--- config.mk ---
export PLATFORM = sky130hd
export DESIGN_NAME = partial_sat_flat
export DESIGN_NICKNAME = d
export VERILOG_FILES = /design/src/rtl/partial_sat_if.sv /design/src/rtl/partial_sat.sv /design/src/flat_wrapper.sv
export SDC_FILE = /design/constraint.sdc
export NUM_CORES = 1
export LEC_CHECK = 0
export CAP_MARGIN = 20
export CORE_MARGIN = 4
export CORE_UTILIZATION = 56
export CTS_CLUSTER_DIAMETER = 150
export DETAILED_ROUTE_END_ITERATION = 8
export DONT_BUFFER_PORTS = 1
export PLACE_DENSITY = 0.74
export SLEW_MARGIN = 20
export SYNTH_ARGS = -nofsm -noshare
export SYNTH_HDL_FRONTEND = slang
export SYNTH_SLANG_ARGS = --single-unit
--- constraint.sdc ---
create_clock -name clk -period 0.8 [get_ports clk]
set_input_delay 0.12 -clock clk [delete_from_list [all_inputs] [get_ports clk]]
set_output_delay 0.12 -clock clk [all_outputs]
set_load 0.02 [all_outputs]
--- src/rtl/partial_sat_if.sv ---
// Clause-evaluator bus: clause word in, partial-sat flag and
// registered BCP status out.
interface partial_sat_if #(
  parameter int var_num = 8
);
  localparam int idx_w = $clog2(var_num);
  localparam int cnt_w = $clog2(var_num + 1);

  logic [var_num-1:0] assignment;
  logic [var_num-1:0] clause_type;
  logic [var_num-1:0] clause_mask;
  logic [var_num-1:0] assigned;
  logic               in_valid;
  logic               part_sat;
  logic               out_valid;
  logic               sat_q;
  logic               conflict_q;
  logic               unit_q;
  logic [idx_w-1:0]   unit_idx;
  logic               unit_val;
  logic [cnt_w-1:0]   free_cnt;

  modport master (
    output assignment,
    output clause_type,
    output clause_mask,
    output assigned,
    output in_valid,
    input  part_sat,
    input  out_valid,
    input  sat_q,
    input  conflict_q,
    input  unit_q,
    input  unit_idx,
    input  unit_val,
    input  free_cnt
  );

  modport slave (
    input  assignment,
    input  clause_type,
    input  clause_mask,
    input  assigned,
    input  in_valid,
    output part_sat,
    output out_valid,
    output sat_q,
    output conflict_q,
    output unit_q,
    output unit_idx,
    output unit_val,
    output free_cnt
  );
endinterface

--- src/rtl/partial_sat.sv ---
// BCP clause evaluator: combinational partial-sat flag plus a
// one-cycle registered satisfied/conflict/unit/free-count status.
module partial_sat #(
  parameter int var_num = 8
) (
  input logic          clk,
  input logic          rst_n,
  partial_sat_if.slave bus
);
  localparam int idx_w = $clog2(var_num);
  localparam int cnt_w = $clog2(var_num + 1);

  logic [var_num-1:0] lit;
  logic [var_num-1:0] alit;
  logic [var_num-1:0] free;
  logic               sat_n;
  logic               conflict_n;
  logic               unit_n;
  logic [cnt_w-1:0]   cnt_n;
  logic [idx_w-1:0]   idx_n;
  logic               val_n;

  always_comb begin
    lit  = bus.clause_mask
         & ~(bus.assignment ^ bus.clause_type);
    alit = lit & bus.assigned;
    free = bus.clause_mask & ~bus.assigned;
  end

  assign bus.part_sat = |lit;

  always_comb begin
    cnt_n = '0;
    idx_n = '0;
    for (int i = 0; i < var_num; i++)
      cnt_n = cnt_n + cnt_w'(free[i]);
    // Scan downward so the lowest free index wins.
    for (int i = var_num - 1; i >= 0; i--)
      if (free[i]) idx_n = idx_w'(i);
    sat_n      = |alit;
    conflict_n = ~sat_n & (cnt_n == '0);
    unit_n     = ~sat_n & (cnt_n == cnt_w'(1));
    val_n      = unit_n & bus.clause_type[idx_n];
  end

  always_ff @(posedge clk or negedge rst_n) begin
    if (!rst_n) begin
      bus.out_valid  <= 1'b0;
      bus.sat_q      <= 1'b0;
      bus.conflict_q <= 1'b0;
      bus.unit_q     <= 1'b0;
      bus.unit_idx   <= '0;
      bus.unit_val   <= 1'b0;
      bus.free_cnt   <= '0;
    end else begin
      bus.out_valid <= bus.in_valid;
      if (bus.in_valid) begin
        bus.sat_q      <= sat_n;
        bus.conflict_q <= conflict_n;
        bus.unit_q     <= unit_n;
        bus.unit_idx   <= idx_n;
        bus.unit_val   <= val_n;
        bus.free_cnt   <= cnt_n;
      end
    end
  end
endmodule

--- src/flat_wrapper.sv ---
// flat-port wrapper written by rule: the top's interface ports become plain ports
module partial_sat_flat 
#(
  parameter int var_num = 8
)
  (clk, rst_n, bus_assignment, bus_clause_type, bus_clause_mask, bus_assigned, bus_in_valid, bus_part_sat, bus_out_valid, bus_sat_q, bus_conflict_q, bus_unit_q, bus_unit_idx, bus_unit_val, bus_free_cnt);
  partial_sat_if #(.var_num(var_num)) bus_i ();
  input logic clk;
  input logic rst_n;
  input wire logic [$bits(bus_i.assignment)-1:0] bus_assignment;
  input wire logic [$bits(bus_i.clause_type)-1:0] bus_clause_type;
  input wire logic [$bits(bus_i.clause_mask)-1:0] bus_clause_mask;
  input wire logic [$bits(bus_i.assigned)-1:0] bus_assigned;
  input wire logic [$bits(bus_i.in_valid)-1:0] bus_in_valid;
  output wire logic [$bits(bus_i.part_sat)-1:0] bus_part_sat;
  output wire logic [$bits(bus_i.out_valid)-1:0] bus_out_valid;
  output wire logic [$bits(bus_i.sat_q)-1:0] bus_sat_q;
  output wire logic [$bits(bus_i.conflict_q)-1:0] bus_conflict_q;
  output wire logic [$bits(bus_i.unit_q)-1:0] bus_unit_q;
  output wire logic [$bits(bus_i.unit_idx)-1:0] bus_unit_idx;
  output wire logic [$bits(bus_i.unit_val)-1:0] bus_unit_val;
  output wire logic [$bits(bus_i.free_cnt)-1:0] bus_free_cnt;
  assign bus_i.assignment = bus_assignment;
  assign bus_i.clause_type = bus_clause_type;
  assign bus_i.clause_mask = bus_clause_mask;
  assign bus_i.assigned = bus_assigned;
  assign bus_i.in_valid = bus_in_valid;
  assign bus_part_sat = bus_i.part_sat;
  assign bus_out_valid = bus_i.out_valid;
  assign bus_sat_q = bus_i.sat_q;
  assign bus_conflict_q = bus_i.conflict_q;
  assign bus_unit_q = bus_i.unit_q;
  assign bus_unit_idx = bus_i.unit_idx;
  assign bus_unit_val = bus_i.unit_val;
  assign bus_free_cnt = bus_i.free_cnt;
  partial_sat #(.var_num(var_num)) u_core (.clk(clk), .rst_n(rst_n), .bus(bus_i));
endmodule
==> run_results.csv, run 1 <==
group,metric,value,unit
synth,synth_compound_area_frac,0.217,
synth,synth_top_family_by_area,"simple AND/OR/NAND/NOR gates",
placed_design,place_hpwl,2780,µm
synth,synth-simple-area-share,0.249,
clocking,cts_sinks,12,
synth,synthMuxAreaShare,0.0210,
synth,synth_edf_count,0,
floorplan,initial_utilization,0.609,
outcome,error,"[ERROR DPL-0038] Utilization greater than 100%, impossible to legalize",
synth,synth_xor_area_frac,0.0653,
placed_design,portBuffers,0,
floorplan,rows,15,
synth,syn_area,0.00107,mm²
timing,grt-worst-endpoint,"u_core.bus.unit_val$_DFFE_PN0P_/D",
placed_design,gp_congestion,0.882,
synth,synth_fa_ha_area_frac,0.110,
synth,post_synth.cell_area_avg,8.95,µm²
synth,syn-num-nets,162,
clocking,cts_made_buffers,3,
synth,synth_cell_types,41,
placed_design,pre_cts_slack,-2.25,ns
synth,synth_cells,120,
outcome,outcome,"did not finish",
synth,ys_seq_area_frac,0.280,
timing,worst-ep-kind,"register data pin",
synth,ys_warn_count,0,
outcome,haltStage,"5_1_grt",
floorplan,dieHeight,51.8,µm
synth,synth_ff_type,"dfrtp_1",
clocking,h-tree-depth,1,
synth,yosys_register_bits,12,
global_route,grt_max_degree,13,
floorplan,ios,48,
synth,async_flop_share,1.00,
clocking,cts_root_buf,"clkbuf_4",
floorplan,dieWidth,51.8,µm
clocking,clock_path_buffers,2,
[synthesized netlist by cell type, drive strengths merged (2+ instances only)]
cell type / number / area [µm²]
a211oi: 2 / 15.0
a21oi: 6 / 30.0
a22oi: 2 / 15.0
and3: 2 / 17.5
buf: 2 / 10.0
dfrtp: 12 / 300
fa: 4 / 80.1
ha: 3 / 37.5
inv: 14 / 52.6
mux2: 2 / 22.5
nand2: 10 / 37.5
nand2b: 4 / 27.5
nand3: 6 / 30.0
nand4: 3 / 18.8
nor2: 7 / 28.8
nor2b: 7 / 46.3
o211ai: 3 / 27.5
o21ai: 6 / 30.0
o221a: 2 / 22.5
o32ai: 2 / 32.5
xnor2: 6 / 52.6
xor2: 2 / 17.5
[kinds of logic after synthesis]
family | count (synthesis)
DFF | 12
and+or+nand+nor | 45
xor gates and xnor gates | 8
buffers and inverters | 16
adders and majority gates | 7
AOI/OAI and AO/OA | 30
muxes | 2
[metrics by stage]
step	cell area, µm²	util	cells
2_1_floorplan	1140	-	120
3_3_place_gp	1460	0.825	182
3_5_place_dp	1460	0.825	182
4_1_cts	1660	0.940	194
[repair_timing]
| action | CTS |
|---|---|
| hold endpoints to repair | 18 |
| resized for setup | 26 |
| endpoints found under the setup margin | 22 |
| setup buffers | 10 |
| pin swaps | 12 |
| hold buffers | 2 |
==> run 2: changes to the inputs <==
- CORE_AREA: default -> 4 4 65 67
- CORE_MARGIN: 4 -> default
- CORE_UTILIZATION: 56 -> default
- CTS_CLUSTER_DIAMETER: 150 -> default
- DIE_AREA: default -> 0 0 69 71
- PLACE_DENSITY: 0.74 -> default
- PLACE_DENSITY_LB_ADDON: default -> 0.15
- clock period: 0.8 -> 1.04 ns (I/O delays scaled with it)
==> run 2 against run 1 <==
  * The flow now finishes, with violations (negative setup slack)
  * Synthesized cell count unchanged
  * Area after synthesis unchanged
==> run_results.csv, run 2 <==
group,metric,value,unit
synth,synth_edf_count,0,
finish,fin_area,0.00169,mm²
worst_setup_path,crit_path_end_kind,"flip-flop",
worst_setup_path,rrSetupSlack,0.26,ns
placed_design,postPlaceCellArea,0.00145,mm²
clocking,cts_root_buf,"clkbuf_8",
synth,syn_area,0.00107,mm²
synth,ys_warn_count,0,
worst_setup_path,startpoint_type,"input pin",
synth,ys_seq_area_frac,0.280,
placed_design,gp_congestion,0.858,
global_route,grt_pass1_vias,1118,
worst_setup_path,critical_path_required,1.19,ns
outcome,outcome,"finished, violations left",
routing,vias,1067,
outcome,failed_checks,"negative setup slack",
floorplan,rows,22,
floorplan,core_area,0.00363,mm²
finish,antenna_cells,0,
clocking,clk_pin_slew_worst_paths,0.05,ns
worst_setup_path,slowest_delay,0.49,ns
worst_setup_path,r2r_cells,2,
routing,firstDrtPassIters,4,
worst_setup_path,critPathArrivalTime,3.04,ns
pwr,ir_drop,0.614,mV
clocking,insertion_delay,0.24,ns
finish,top_register,"u_core.bus.free_cnt",
hold_path,holdPathStages,1,
worst_setup_path,path_cells,"nand2b_4 -> inv_4 -> ha_4 -> inv_2 -> fa_1 -> inv_2 -> fa_1 -> fa_2 -> inv_2 -> fa_2 -> nor2b_4 -> a21oi_2 -> nor2_1 -> nand4_1 -> o32ai_2",
routing,wirelength,3320,µm
placed_design,portBuffers,0,
synth,syn-num-nets,162,
routing,drt_iter0_drc,24,
floorplan,dieHeight,71,µm
synth,post_synth.cell_area_avg,8.95,µm²
timing,fmax,0.346,GHz
finish,largest_reg_flops,4,
routing,routedWlPerCell,15.3,µm
timing,drv_slew,0,
hold_path,hold_path.class,"in -> reg",
placed_design,place_hpwl,2750,µm
finish,drive_gt1_frac,0.518,
timing,hold_violations,0,
timing,setup_viol,8,
timing,setup_ws,-1.85,ns
finish,area_growth,57.2,%
pwr,power.density,1240,mW/mm²
clocking,h-tree-depth,1,
synth,synth_ff_type,"dfrtp_1",
clocking,cts_made_buffers,3,
worst_setup_path,cp_common_cell,"inv_2",
synth,yosysMostFrequentCell,"inv_1",
routing,drc_errors,0,
clocking,clock_path_buffers,2,
synth,synth_top_area_frac,0.280,
timing,rsz0062_at_grt,"true",
global_route,grt_max_degree,13,
routing,ant_nets,0,
global_route,grt_pass1_wl,5350,µm
synth,async_flop_share,1.00,
finish,final_cell_mix,"buf_4 (41), dfrtp_1 (12), nand2_1 (10)",
floorplan,ios,48,
worst_setup_path,path_max_fanout,2,
synth,yosys.area.top_type,"dfrtp_1",
job,drv_cap,0,
routing,vias_per_cell,4.94,
floorplan,dieWidth,69,µm
finish,finalNetCount,211,
timing,min_period,2.89,ns
synth,synthTopCellsByCount,"inv_1 (14), dfrtp_1 (12), nand2_1 (10)",
global_route,overflow,0,
timing,relSlewSlack,0.660,
synth,synth_cells,120,
floorplan,initial_utilization,0.295,
clocking,cts_sinks,12,
worst_setup_path,crit_slowest_cell,"fa_1",
timing,fin_crit_sh,2.78,
timing,finalClockSkew,0,ns
finish,final_common_cell,"buf_4",
finish,utilization,0.465,
global_route,antenna_found_initial,0,
finish,top_regs,"u_core.bus.free_cnt x4, u_core.bus.unit_idx x3",
global_route,grt_usage,0.137,
pwr,leakagePower,0.766,nW
clocking,cts_tree,"done",
floorplan,die_area,0.00490,mm²
synth,synth_cell_types,41,
worst_setup_path,worstSetupPathType,"in -> reg",
timing,worstMarginPinSlew,0.508,ns
synth,yosys_register_bits,12,
synth,ys_top_cells_by_area,"dfrtp_1 (28%), fa_1 (7.5%), inv_1 (4.9%)",
==> run 2: cell counts after synthesis <==
Identical to the previous run, type by type.
==> run 2: final cells by class <==
class	instances	area, µm²
Tap cell	48	60.1
Clock buffer	4	55.1
Inverter	14	55.1
Multi-Input combinational cell	92	856
Sequential cell	12	300
Timing Repair Buffer	46	362
Fill cell	367	1950
==> run 2: timing repair <==
action | CTS | global route
gates resized for setup | 11 | 17
hold buffers | 2 | 0
pin swaps | 6 | 12
setup endpoints to repair | 9 | 10
setup buffers | 5 | 3
hold endpoints to repair | 16 | 0
==> run 2: worst paths after layout <==
check,from,to
worst max-delay path,bus_assigned[0],u_core.bus.unit_val$_DFFE_PN0P_
worst min-delay path,bus_in_valid,u_core.bus.unit_idx[2]$_DFFE_PN0P_
worst max register to register,u_core.bus.free_cnt[2]$_DFFE_PN0P_,u_core.bus.free_cnt[2]$_DFFE_PN0P_
worst min register to register,u_core.bus.conflict_q$_DFFE_PN0P_,u_core.bus.conflict_q$_DFFE_PN0P_
max in group asynchronous,rst_n,u_core.bus.free_cnt[0]$_DFFE_PN0P_
min in group asynchronous,rst_n,u_core.bus.unit_q$_DFFE_PN0P_
==> run 2: report_power, final <==
part           switching (mW)  leakage, nW  total, mW  internal, mW
registers              0.0870        0.153      0.633         0.546
logic                   0.436        0.584      0.961         0.525
clock network           0.171       0.0288      0.505         0.334
==> run 2: logic make-up after synthesis <==
logic type      count (synthesis)  synth area share
simple gates                   45             0.249
compound gates                 30             0.217
buf+inv                        16            0.0583
flops                          12             0.280
xor+xnor                        8            0.0653
fa+ha+maj                       7             0.110
mux                             2            0.0210
==> run 2: metal layers <==
metal  up-vias  share of wire  wire length, µm  track usage
met4         0          0.022               74       0.0521
met3        11          0.050              165       0.0455
li1        522              -                -            -
met2        32           0.54             1790        0.237
met5         -              0                0            0
met1       502           0.39             1280        0.156
==> run 2: per-stage QoR <==
| step | cells | total power [mW] | setup TNS (ns) | worst slack [ns] | hold WS (ns) |
|---|---|---|---|---|---|
| CTS | 214 | 2.03 | -10.95 | -1.83 | 0.0126 |
| finish | 216 | 2.10 | -11.28 | -1.85 | 0.0198 |
| detailed placement | 203 | 1.42 | -13.21 | -2.10 | -0.139 |
| global placement | 203 | 1.41 | -12.90 | -2.02 | -0.139 |
| global route | 216 | 2.25 | -11.93 | -1.97 | 0.00644 |
| floorplan | 120 | 1.11 | -11.43 | -1.93 | -0.140 |
==> run 2: critical path, delay by kind of cell <==
kind            cells  cell delay, ns
buf+inv             4            0.18
simple gates        4            0.54
compound gates      2            0.34
fa+ha+maj           5            1.81
No activity file was read; power rests on OpenSTA's default activity.
